### src/rtl/dsm_stereo_modulator.sv
// Stereo 2nd-order 1-bit sigma-delta modulator: pair-committed PCM capture, linear
// fs->OSR*fs interpolation and a saturating two-integrator loop per channel.

module dsm_chan #(
  parameter int DATA_W     = 24,
  parameter int ACC_W      = 30,
  parameter int OSR_LOG2   = 6,
  parameter int GAIN_SHIFT = 1
) (
  input  logic              clk,
  input  logic              rst,
  input  logic              i_commit,
  input  logic [DATA_W-1:0] i_new,
  input  logic              i_step,
  input  logic              i_mod_stb,
  input  logic              i_en,
  input  logic              i_idle_bit,
  output logic              o_bit,
  output logic              o_clamp
);
  localparam int AI_W = DATA_W + OSR_LOG2 + 1;
  localparam int S_W  = ACC_W + 2;
  localparam logic signed [S_W-1:0] FB   = S_W'(2**(DATA_W-1));
  localparam logic signed [S_W-1:0] NFB  = -FB;
  localparam logic signed [S_W-1:0] LIM  = S_W'(2**(ACC_W-1) - 1);
  localparam logic signed [S_W-1:0] NLIM = -LIM;

  logic signed [DATA_W-1:0] r_prev, r_tgt;
  logic signed [AI_W-1:0]   r_acc;
  logic signed [ACC_W-1:0]  r_i1, r_i2;
  logic                     r_bit;

  logic signed [DATA_W:0]   w_delta;
  logic signed [AI_W-1:0]   w_acc_sh;
  logic signed [DATA_W-1:0] w_xi, w_xl;
  logic signed [S_W-1:0]    w_x, w_i1, w_i2, w_fb, w_s1, w_s2;
  logic signed [ACC_W-1:0]  w_n1, w_n2;
  logic                     w_y, w_c1, w_c2;
  logic                     w_unused;

  assign w_delta  = {r_tgt[DATA_W-1], r_tgt} - {r_prev[DATA_W-1], r_prev};
  assign w_acc_sh = r_acc >>> OSR_LOG2;
  assign w_xi     = w_acc_sh[DATA_W-1:0];
  assign w_xl     = w_xi >>> GAIN_SHIFT;
  assign w_x      = {{(S_W-DATA_W){w_xl[DATA_W-1]}}, w_xl};
  assign w_i1     = {{2{r_i1[ACC_W-1]}}, r_i1};
  assign w_i2     = {{2{r_i2[ACC_W-1]}}, r_i2};
  assign w_y      = ~r_i2[ACC_W-1];
  assign w_fb     = w_y ? FB : NFB;
  // Both integrators see the same feedback; i2 integrates the pre-update i1.
  assign w_s1     = w_i1 + w_x - w_fb;
  assign w_s2     = w_i2 + w_i1 - w_fb;
  assign w_unused = ^w_acc_sh[AI_W-1:DATA_W];

  always_comb begin
    w_n1 = w_s1[ACC_W-1:0];
    w_c1 = 1'b0;
    w_n2 = w_s2[ACC_W-1:0];
    w_c2 = 1'b0;
    if (w_s1 > LIM) begin
      w_n1 = LIM[ACC_W-1:0];
      w_c1 = 1'b1;
    end else if (w_s1 < NLIM) begin
      w_n1 = NLIM[ACC_W-1:0];
      w_c1 = 1'b1;
    end
    if (w_s2 > LIM) begin
      w_n2 = LIM[ACC_W-1:0];
      w_c2 = 1'b1;
    end else if (w_s2 < NLIM) begin
      w_n2 = NLIM[ACC_W-1:0];
      w_c2 = 1'b1;
    end
  end

  always_ff @(posedge clk) begin
    if (rst) begin
      r_prev <= '0;
      r_tgt  <= '0;
      r_acc  <= '0;
      r_i1   <= '0;
      r_i2   <= '0;
      r_bit  <= 1'b0;
    end else begin
      // Commit restarts the ramp from the previous target, exactly on grid.
      if (i_commit) begin
        r_prev <= r_tgt;
        r_tgt  <= i_new;
        r_acc  <= {r_tgt[DATA_W-1], r_tgt, {OSR_LOG2{1'b0}}};
      end else if (i_step) begin
        r_acc  <= r_acc + {{(AI_W-DATA_W-1){w_delta[DATA_W]}}, w_delta};
      end
      if (i_mod_stb) begin
        if (i_en) begin
          r_i1  <= w_n1;
          r_i2  <= w_n2;
          r_bit <= w_y;
        end else begin
          r_i1  <= '0;
          r_i2  <= '0;
          r_bit <= i_idle_bit;
        end
      end
    end
  end

  assign o_bit   = r_bit;
  assign o_clamp = i_mod_stb & i_en & (w_c1 | w_c2);
endmodule

module dsm_stereo_modulator #(
  parameter int IN_W       = 32,
  parameter int DATA_W     = 24,
  parameter int ACC_W      = 30,
  parameter int OSR_LOG2   = 6,
  parameter int GAIN_SHIFT = 1
) (
  input  logic            clk,
  input  logic            rst,
  input  logic [IN_W-1:0] data_l_i,
  input  logic            data_l_stb_i,
  input  logic [IN_W-1:0] data_r_i,
  input  logic            data_r_stb_i,
  input  logic            mod_stb_i,
  input  logic            en_i,
  input  logic            ovl_clr_i,
  output logic [1:0]      dsm_out_o,
  output logic            overload_o
);
  logic [DATA_W-1:0]      r_pend_l;
  logic [OSR_LOG2:0]      r_n;
  logic                   r_idle_ph;
  logic                   r_ovl;
  logic [1:0][DATA_W-1:0] w_new;
  logic [1:0]             w_bit, w_clamp;
  logic                   w_step;
  logic                   w_unused;

  assign w_new[0] = data_l_stb_i ? data_l_i[IN_W-1 -: DATA_W] : r_pend_l;
  assign w_new[1] = data_r_i[IN_W-1 -: DATA_W];
  // A commit on a mod strobe takes priority; stepping resumes on the next strobe.
  assign w_step   = mod_stb_i & ~data_r_stb_i & ~r_n[OSR_LOG2];
  assign w_unused = ^{data_l_i[IN_W-DATA_W-1:0], data_r_i[IN_W-DATA_W-1:0]};

  always_ff @(posedge clk) begin
    if (rst) begin
      r_pend_l  <= '0;
      r_n       <= '0;
      r_idle_ph <= 1'b0;
      r_ovl     <= 1'b0;
    end else begin
      if (data_l_stb_i) r_pend_l <= data_l_i[IN_W-1 -: DATA_W];
      if (data_r_stb_i)  r_n <= '0;
      else if (w_step)   r_n <= r_n + (OSR_LOG2+1)'(1);
      if (en_i)           r_idle_ph <= 1'b0;
      else if (mod_stb_i) r_idle_ph <= ~r_idle_ph;
      if (|w_clamp)       r_ovl <= 1'b1;
      else if (ovl_clr_i) r_ovl <= 1'b0;
    end
  end

  for (genvar g = 0; g < 2; g++) begin : g_ch
    dsm_chan #(
      .DATA_W    (DATA_W),
      .ACC_W     (ACC_W),
      .OSR_LOG2  (OSR_LOG2),
      .GAIN_SHIFT(GAIN_SHIFT)
    ) u_ch (
      .clk       (clk),
      .rst       (rst),
      .i_commit  (data_r_stb_i),
      .i_new     (w_new[g]),
      .i_step    (w_step),
      .i_mod_stb (mod_stb_i),
      .i_en      (en_i),
      .i_idle_bit(~r_idle_ph),
      .o_bit     (w_bit[g]),
      .o_clamp   (w_clamp[g])
    );
  end

  assign dsm_out_o  = w_bit;
  assign overload_o = r_ovl;
endmodule

### config.mk
export PLATFORM = sky130hd
export DESIGN_NAME = dsm_stereo_modulator
export DESIGN_NICKNAME = d
export VERILOG_FILES = /design/src/rtl/dsm_stereo_modulator.sv
export SDC_FILE = /design/constraint.sdc
export NUM_CORES = 1
export LEC_CHECK = 0
export ABC_CLOCK_PERIOD_IN_PS = 11900
export BUFFER_PORTS_ARGS = -buffer_cell sky130_fd_sc_hd__buf_2
export CAP_MARGIN = 10
export CORE_AREA = 2 2 203 205
export CTS_CLUSTER_SIZE = 24
export DETAILED_ROUTE_END_ITERATION = 12
export DIE_AREA = 0 0 205 207
export PLACE_DENSITY_LB_ADDON = 0.1
export SYNTH_ARGS = -nofsm -noshare
export SYNTH_HDL_FRONTEND = slang
export SYNTH_SLANG_ARGS = --single-unit
### constraint.sdc
create_clock -name clk -period 11.9 [get_ports clk]
set_input_delay 2.975 -clock clk [delete_from_list [all_inputs] [get_ports clk]]
set_output_delay 2.975 -clock clk [all_outputs]
set_load 0.02 [all_outputs]
==> metrics.cfg, run 1 <==
[run_status]
status = complete, no violations

[global_routing]
grt_pass1_vias = 21120
grt.total_usage = 0.2975
grt_max_degree = 109
grt_pass1_wl_um = 105100
antenna_found_initial = 3
grt.overflow.total = 0

[placed_design]
routabilityCongestion = 0.9195
dp_hpwl_um = 46540
port_buffers = 57

[floorplanning]
fp.dieH_um = 207
core_area_sq_um = 40370
start_util = 0.6002
ios = 74
fp.dieW_um = 205
fp.dieArea_sq_um = 42440
std_cell_rows = 74

[route]
drt_first_iter_violations = 1612
post_drt_wl_per_cell_um = 17.76
vias = 22590
via_per_inst = 6.231
drc = 0
drt-pass1-iter-count = 6
ant_nets = 0
wirelength_um = 64380

[clock_network]
clk-insertion-delay-late_ps = 570
numCtsBuffers = 37
holdBufCountCts = 0
cts_tree = built
postCtsSetupRepairBufs = 0
cts-htree-levels = 2
root_buffer = clkbuf_16
clk_pin_slew_ps = 60
max-clock-path-buffers = 3
ctsResizeCount = 0
cts_sinks = 311

[critical_path]
rr_worst_depth = 28
cp_slowest_stage_delay_ps = 590
cp-end-kind = register
critPathSlowestCell = nand3_1
required_ps = 12300
reg2reg_to = g_ch[1].u_ch.r_i1[28]
path_common_cell = o21ai_0
arrival_ps = 8130
critPathMaxFanout = 15
startpoint_type = register
critical_path_class = reg -> reg
rr_startpoint = g_ch[1].u_ch.r_acc[7]
crit_start = g_ch[1].u_ch.r_acc[7]
rrSetupSlack_ps = 4160

[timing]
skew_ps = 22.52
grt_setup_unrepaired = no
clock.fmax_mhz = 129.2
hold_violations = 0
min_period_over_period = 0.6502
tns_ps = 0
min_period_ps = 7737
max-slew-margin-rel = 0.2108
slew_violations = 0
worstMarginPinSlew_ps = 1184
setup_viol = 0
holdWs_ps = 458.0

[yosys]
synth_edf_count = 0
yosys.area.top_type = dfxtp_1
synth.area.top_cells = dfxtp_1 (26%), ha_1 (13%), a21oi_1 (5.6%)
syn_inst = 3083
yosysWarnings = 0
yosys-top-cells-count = dfxtp_1 (311), nand2_1 (286), a21oi_1 (270)
synth.most_common_cell = dfxtp_1
synthArstFlopShare = 0
ys_seq_elements = 311
syn_avg_cell_area_sq_um = 7.859
syn_area_sq_um = 24230
synthesis.nets = 3421
synth_cell_type_count = 86
synth_top_area_frac = 0.2569
ys_seq_area_frac = 0.2569
synth_flop_cell = dfxtp_1

[min_path]
min-delay-start = g_ch[1].u_ch.r_acc[4]
min_path_cells = 2
whs_endpoint = g_ch[1].u_ch.r_acc[4]
hold_class = reg -> reg

[layout]
areaGrowthSynthToFinish_pct = 7.606
nFillCells = 3522
final_layout_size_suffix_gt1_frac = 0.06016
fin_util = 0.6459
fin_nets = 3402

[pwr]
peakVddDrop_mv = 0.3187
p_leak_nw = 11.39
power_density_nw_per_um2 = 248.3
total_power_mw = 6.474

[run]
maxCapViolations = 0

flip-flops by register name, indices dropped and copies added (netlist names):
signal,cells
r_idle_ph,1
r_pend_l,24
g_ch.u_ch.r_i1,60
g_ch.u_ch.r_prev,48
g_ch.u_ch.r_i2,60
g_ch.u_ch.o_bit,2
g_ch.u_ch.r_tgt,48
r_n,7
overload_o,1
g_ch.u_ch.r_acc,60
how the worst max path moves through the flow:
stage	depth (start not counted)	end	slack, ps
6_report	28	g_ch[1].u_ch.r_i1[28]	4160
5_1_grt	28	g_ch[1].u_ch.r_i1[3]	3530
4_1_cts	28	g_ch[1].u_ch.r_i1[28]	4440
3_5_place_dp	28	g_ch[1].u_ch.r_i1[28]	4560
3_3_place_gp	28	g_ch[1].u_ch.r_i1[28]	4630
2_1_floorplan	27	g_ch[0].u_ch.r_i2[1]	6190
cell families after synthesis:
group,after synthesis,share of synthesized area
compound gates,967,0.2576
simple gates,947,0.1857
flops,311,0.2569
buf+inv,306,0.04952
fa+ha+maj,267,0.1416
xor+xnor,188,0.06852
mux,97,0.04012
cells in the final DEF, fill, tap and decap left out, types with 14 or more instances in the layout:
| cell type | instances |
|---|---|
| a21oi_1 | 269 |
| ha_1 | 255 |
| xnor2_1 | 118 |
| nor3b_1 | 15 |
| or3_1 | 21 |
| nand2b_1 | 24 |
| nand4_1 | 27 |
| a21o_1 | 82 |
| nor4_1 | 18 |
| o22ai_1 | 17 |
| buf_4 | 18 |
| o211a_1 | 21 |
| dfxtp_1 | 311 |
| o211ai_1 | 33 |
| a211oi_1 | 31 |
| xor2_1 | 69 |
| nor3_1 | 62 |
| o22a_1 | 22 |
| nor2_1 | 255 |
| and3_1 | 22 |
| nand2_1 | 286 |
| clkbuf_16 | 38 |
| mux2i_1 | 96 |
| buf_2 | 55 |
| a31oi_1 | 118 |
| o21ai_0 | 174 |
| nand3_1 | 104 |
| inv_1 | 171 |
| a21boi_0 | 14 |
| o21a_1 | 32 |
| o21bai_1 | 19 |
| nor2b_1 | 34 |
layer usage:
| metal | track usage | vias to the layer above | part of all wire |
|---|---|---|---|
| met3 | 0.04877 | 104 | 0.064 |
| li1 | - | 11250 | - |
| met4 | 0.07938 | 4 | 0.022 |
| met5 | 0 | - | 0.00034 |
| met1 | 0.4208 | 10610 | 0.47 |
| met2 | 0.4680 | 623 | 0.44 |
report_power, final:
group	internal [mW]	switching, mW	leakage, nW
combinational	1.52	2.35	8.21
sequential	1.23	0.190	2.55
clock	0.726	0.469	0.628
worst max-delay path: cells and delay by family, from the launching register on:
kind | cells | cell delay (ps)
simple gates | 7 | 1970
compound gates | 16 | 3740
flops | 1 | 450
fa+ha+maj | 3 | 1070
buf+inv | 2 | 320
area by class of cell:
cell class	instances	area [sq um]	area share
multi-input combinational	2466	16820	0.6450
antenna	1	2.502	0.00009597
clock inverter	13	185.2	0.007102
clock buffer	54	1091	0.04184
sequential	311	6226	0.2388
inverter	173	650.6	0.02495
tap	532	665.6	0.02553
timing repair buffer	75	435.4	0.01670
stage by stage:
stage | setup WS, ps | std cells | instance area (sq um)
2_1_floorplan | 6187 | 3083 | 24230
3_3_place_gp | 4633 | 3557 | 24800
3_5_place_dp | 4556 | 3557 | 24800
4_1_cts | 4445 | 3624 | 26070
5_1_grt | 3527 | 3624 | 26070
6_report | 4163 | 3625 | 26070
(Power assumes the default switching activity.)
==> run 2, diff against run 1 <==
ABC_CLOCK_PERIOD_IN_PS = 7590   (was 11900)
clock period = 7.59 ns   (was 11.9 ns; I/O delays follow)
==> metrics.cfg, run 2 (same netlist as run 1, synthesis figures left out) <==
[timing]
worst_slack_ps = 490.8  ; -3672 ps
max-slew-margin-rel = 0.2499  ; +0.03911
slew_violations = 0  ; unchanged
worstMarginPinSlew_ps = 1122  ; -61.38 ps
min_period_over_period = 0.9353  ; +0.2851
setup_viol = 0  ; unchanged
grt_setup_unrepaired = no
clock.fmax_mhz = 140.9  ; +9.0%
skew_ps = 29.53  ; +7.005 ps
hold_violations = 0  ; unchanged
min_period_ps = 7099  ; -638.1 ps
tns_ps = 0  ; unchanged

[critical_path]
critPathSlowestCell = dfxtp_1
reg2reg_to = g_ch[1].u_ch.r_i1[12]
rr_startpoint = g_ch[1].u_ch.r_acc[7]
critPathMaxFanout = 14  ; -1
timing.critical_path.to = g_ch[1].u_ch.r_i1[12]
crit_start = g_ch[1].u_ch.r_acc[7]
required_ps = 7980  ; -4320 ps
startpoint_type = register
rr_worst_depth = 29  ; +3.6%
path_common_cell = o21ai_0
cp-end-kind = register
arrival_ps = 7490  ; -640 ps
cp_slowest_stage_delay_ps = 450  ; -140 ps
rrSetupSlack_ps = 490  ; -3670 ps
critical_path_class = reg -> reg

[run]
maxCapViolations = 0  ; unchanged

[layout]
fin_nets = 3404  ; +0.059%
final_layout_size_suffix_gt1_frac = 0.06145  ; +0.001294
areaGrowthSynthToFinish_pct = 7.586  ; about the same
top_regs = g_ch.u_ch.r_acc x60, g_ch.u_ch.r_i1 x60, g_ch.u_ch.r_i2 x60
final_common_cell = dfxtp_1
layout_common_cells = dfxtp_1 (311), nand2_1 (286), a21oi_1 (269)
diodes = 0  ; -1

[global_routing]
antenna_found_initial = 0  ; -3
met3_usage = 0.03902  ; -0.009755
grt_pass1_wl_um = 106500  ; +1.3%
met2_usage = 0.4678  ; about the same
grt-busiest-layer = met2
grt_pass1_vias = 21310  ; +0.89%
grt.met1_usage = 0.4338  ; +0.01297
grt_max_degree = 145  ; +33%
grt.total_usage = 0.2998  ; +0.002356
grt.overflow.total = 0  ; unchanged

[floorplanning]
ios = 74  ; unchanged
fp.dieW_um = 205  ; unchanged
fp.dieArea_sq_um = 42440  ; unchanged
fp.dieH_um = 207  ; unchanged
core_area_sq_um = 40370  ; unchanged
start_util = 0.6002  ; unchanged
std_cell_rows = 74  ; unchanged

[pwr]
p_seq_frac = 0.219  ; about the same
p_int_mw = 5.396  ; +56%
total_power_mw = 10.13  ; +56%
peakVddDrop_mv = 0.4342  ; +36%
swShare = 0.4672  ; +0.002761
power.switching_mw = 4.733  ; +57%
p_leak_nw = 11.39  ; about the same
clockPowerShare = 0.181  ; -0.004
power_density_nw_per_um2 = 388.5  ; +56%
comb_power_share = 0.600  ; +0.003

[route]
drc = 0  ; unchanged
post_drt_wl_per_cell_um = 17.80  ; +0.24%
drt_first_iter_violations = 1699  ; +5.4%
ant_nets = 0  ; unchanged
via_per_inst = 6.289  ; +0.93%
vias = 22790  ; +0.90%
drt-pass1-iter-count = 5  ; -1
wirelength_um = 64520  ; +0.21%

[clock_network]
cts_tree = built
max-clock-path-buffers = 3  ; unchanged
cts-htree-levels = 2  ; unchanged
clk_pin_slew_ps = 60  ; about the same
cts_sinks = 311  ; unchanged
numCtsBuffers = 37  ; unchanged
clk-insertion-delay-late_ps = 570  ; about the same
root_buffer = clkbuf_16
postCtsSetupRepairBufs = 0  ; unchanged

[min_path]
hold_class = reg -> reg

[placed_design]
port_buffers = 57  ; unchanged
dp_hpwl_um = 46760  ; +0.47%
routabilityCongestion = 0.9245  ; +0.54%
dp_slack_ps = 409.2  ; -4147 ps

[run_status]
status = complete, no violations

==> run 2: metrics by stage <==
stage	hold slack, ps	instance area, sq um	util	instances
2_1_floorplan	436.2	24230	-	3083
3_3_place_gp	444.1	24820	0.6149	3559
3_5_place_dp	454.3	24820	0.6149	3559
4_1_cts	463.0	26070	0.6457	3624
5_1_grt	478.0	26070	0.6458	3624
6_report	463.5	26070	0.6458	3624
==> run 2: worst min-delay path by stage <==
stage	slack [ps]	cells after the start	from	endpoint
6_report	460	2	g_ch[0].u_ch.r_acc[0]	g_ch[0].u_ch.r_acc[0]
5_1_grt	480	2	g_ch[0].u_ch.r_prev[15]	g_ch[0].u_ch.r_prev[15]
4_1_cts	460	2	g_ch[0].u_ch.r_acc[0]	g_ch[0].u_ch.r_acc[0]
3_5_place_dp	450	2	g_ch[0].u_ch.r_acc[0]	g_ch[0].u_ch.r_acc[0]
3_3_place_gp	440	2	g_ch[1].u_ch.r_acc[4]	g_ch[1].u_ch.r_acc[4]
2_1_floorplan	440	2	g_ch[0].u_ch.r_acc[5]	g_ch[0].u_ch.r_acc[5]
==> run 2: critical path, delay by kind of cell (launching register included) <==
family,cells,cell delay [ps]
AND/OR/NAND/NOR,7,1490
AO/OA/AOI/OAI,16,3410
adder cells (fa/ha/maj),3,1010
flip-flops,1,450
buffers and inverters,3,540
==> run 2: layout make-up <==
class / count / area [sq um]
fillers: 3585 / 14300
well taps: 532 / 665.6
multi-input cells: 2466 / 16820
flip-flops and latches: 311 / 6226
clock buffers: 51 / 1069
inverters: 173 / 650.6
repair buffers: 77 / 462.9
clock inverters: 14 / 176.4
==> run 2: power by group through the flow <==
stage	registers (mW)	logic (mW)	clock network [mW]
after floorplan	2.11	4.77	0
after global placement	2.24	5.79	0
after detailed placement	2.25	5.95	0
after CTS	2.21	5.99	1.87
after global routing	2.24	6.74	1.92
final	2.22	6.08	1.83
==> run 2: routing by layer <==
layer	vias to the layer above	routed length [um]
li1	11250	-
met1	10780	30400
met2	656	28570
met3	107	4210
met4	0	1332
met5	-	0
==> run 2: what timing repair did <==
item	in CTS	in global routing
hold buffers	0	0
setup endpoints to repair	0	72
resized for setup	0	4
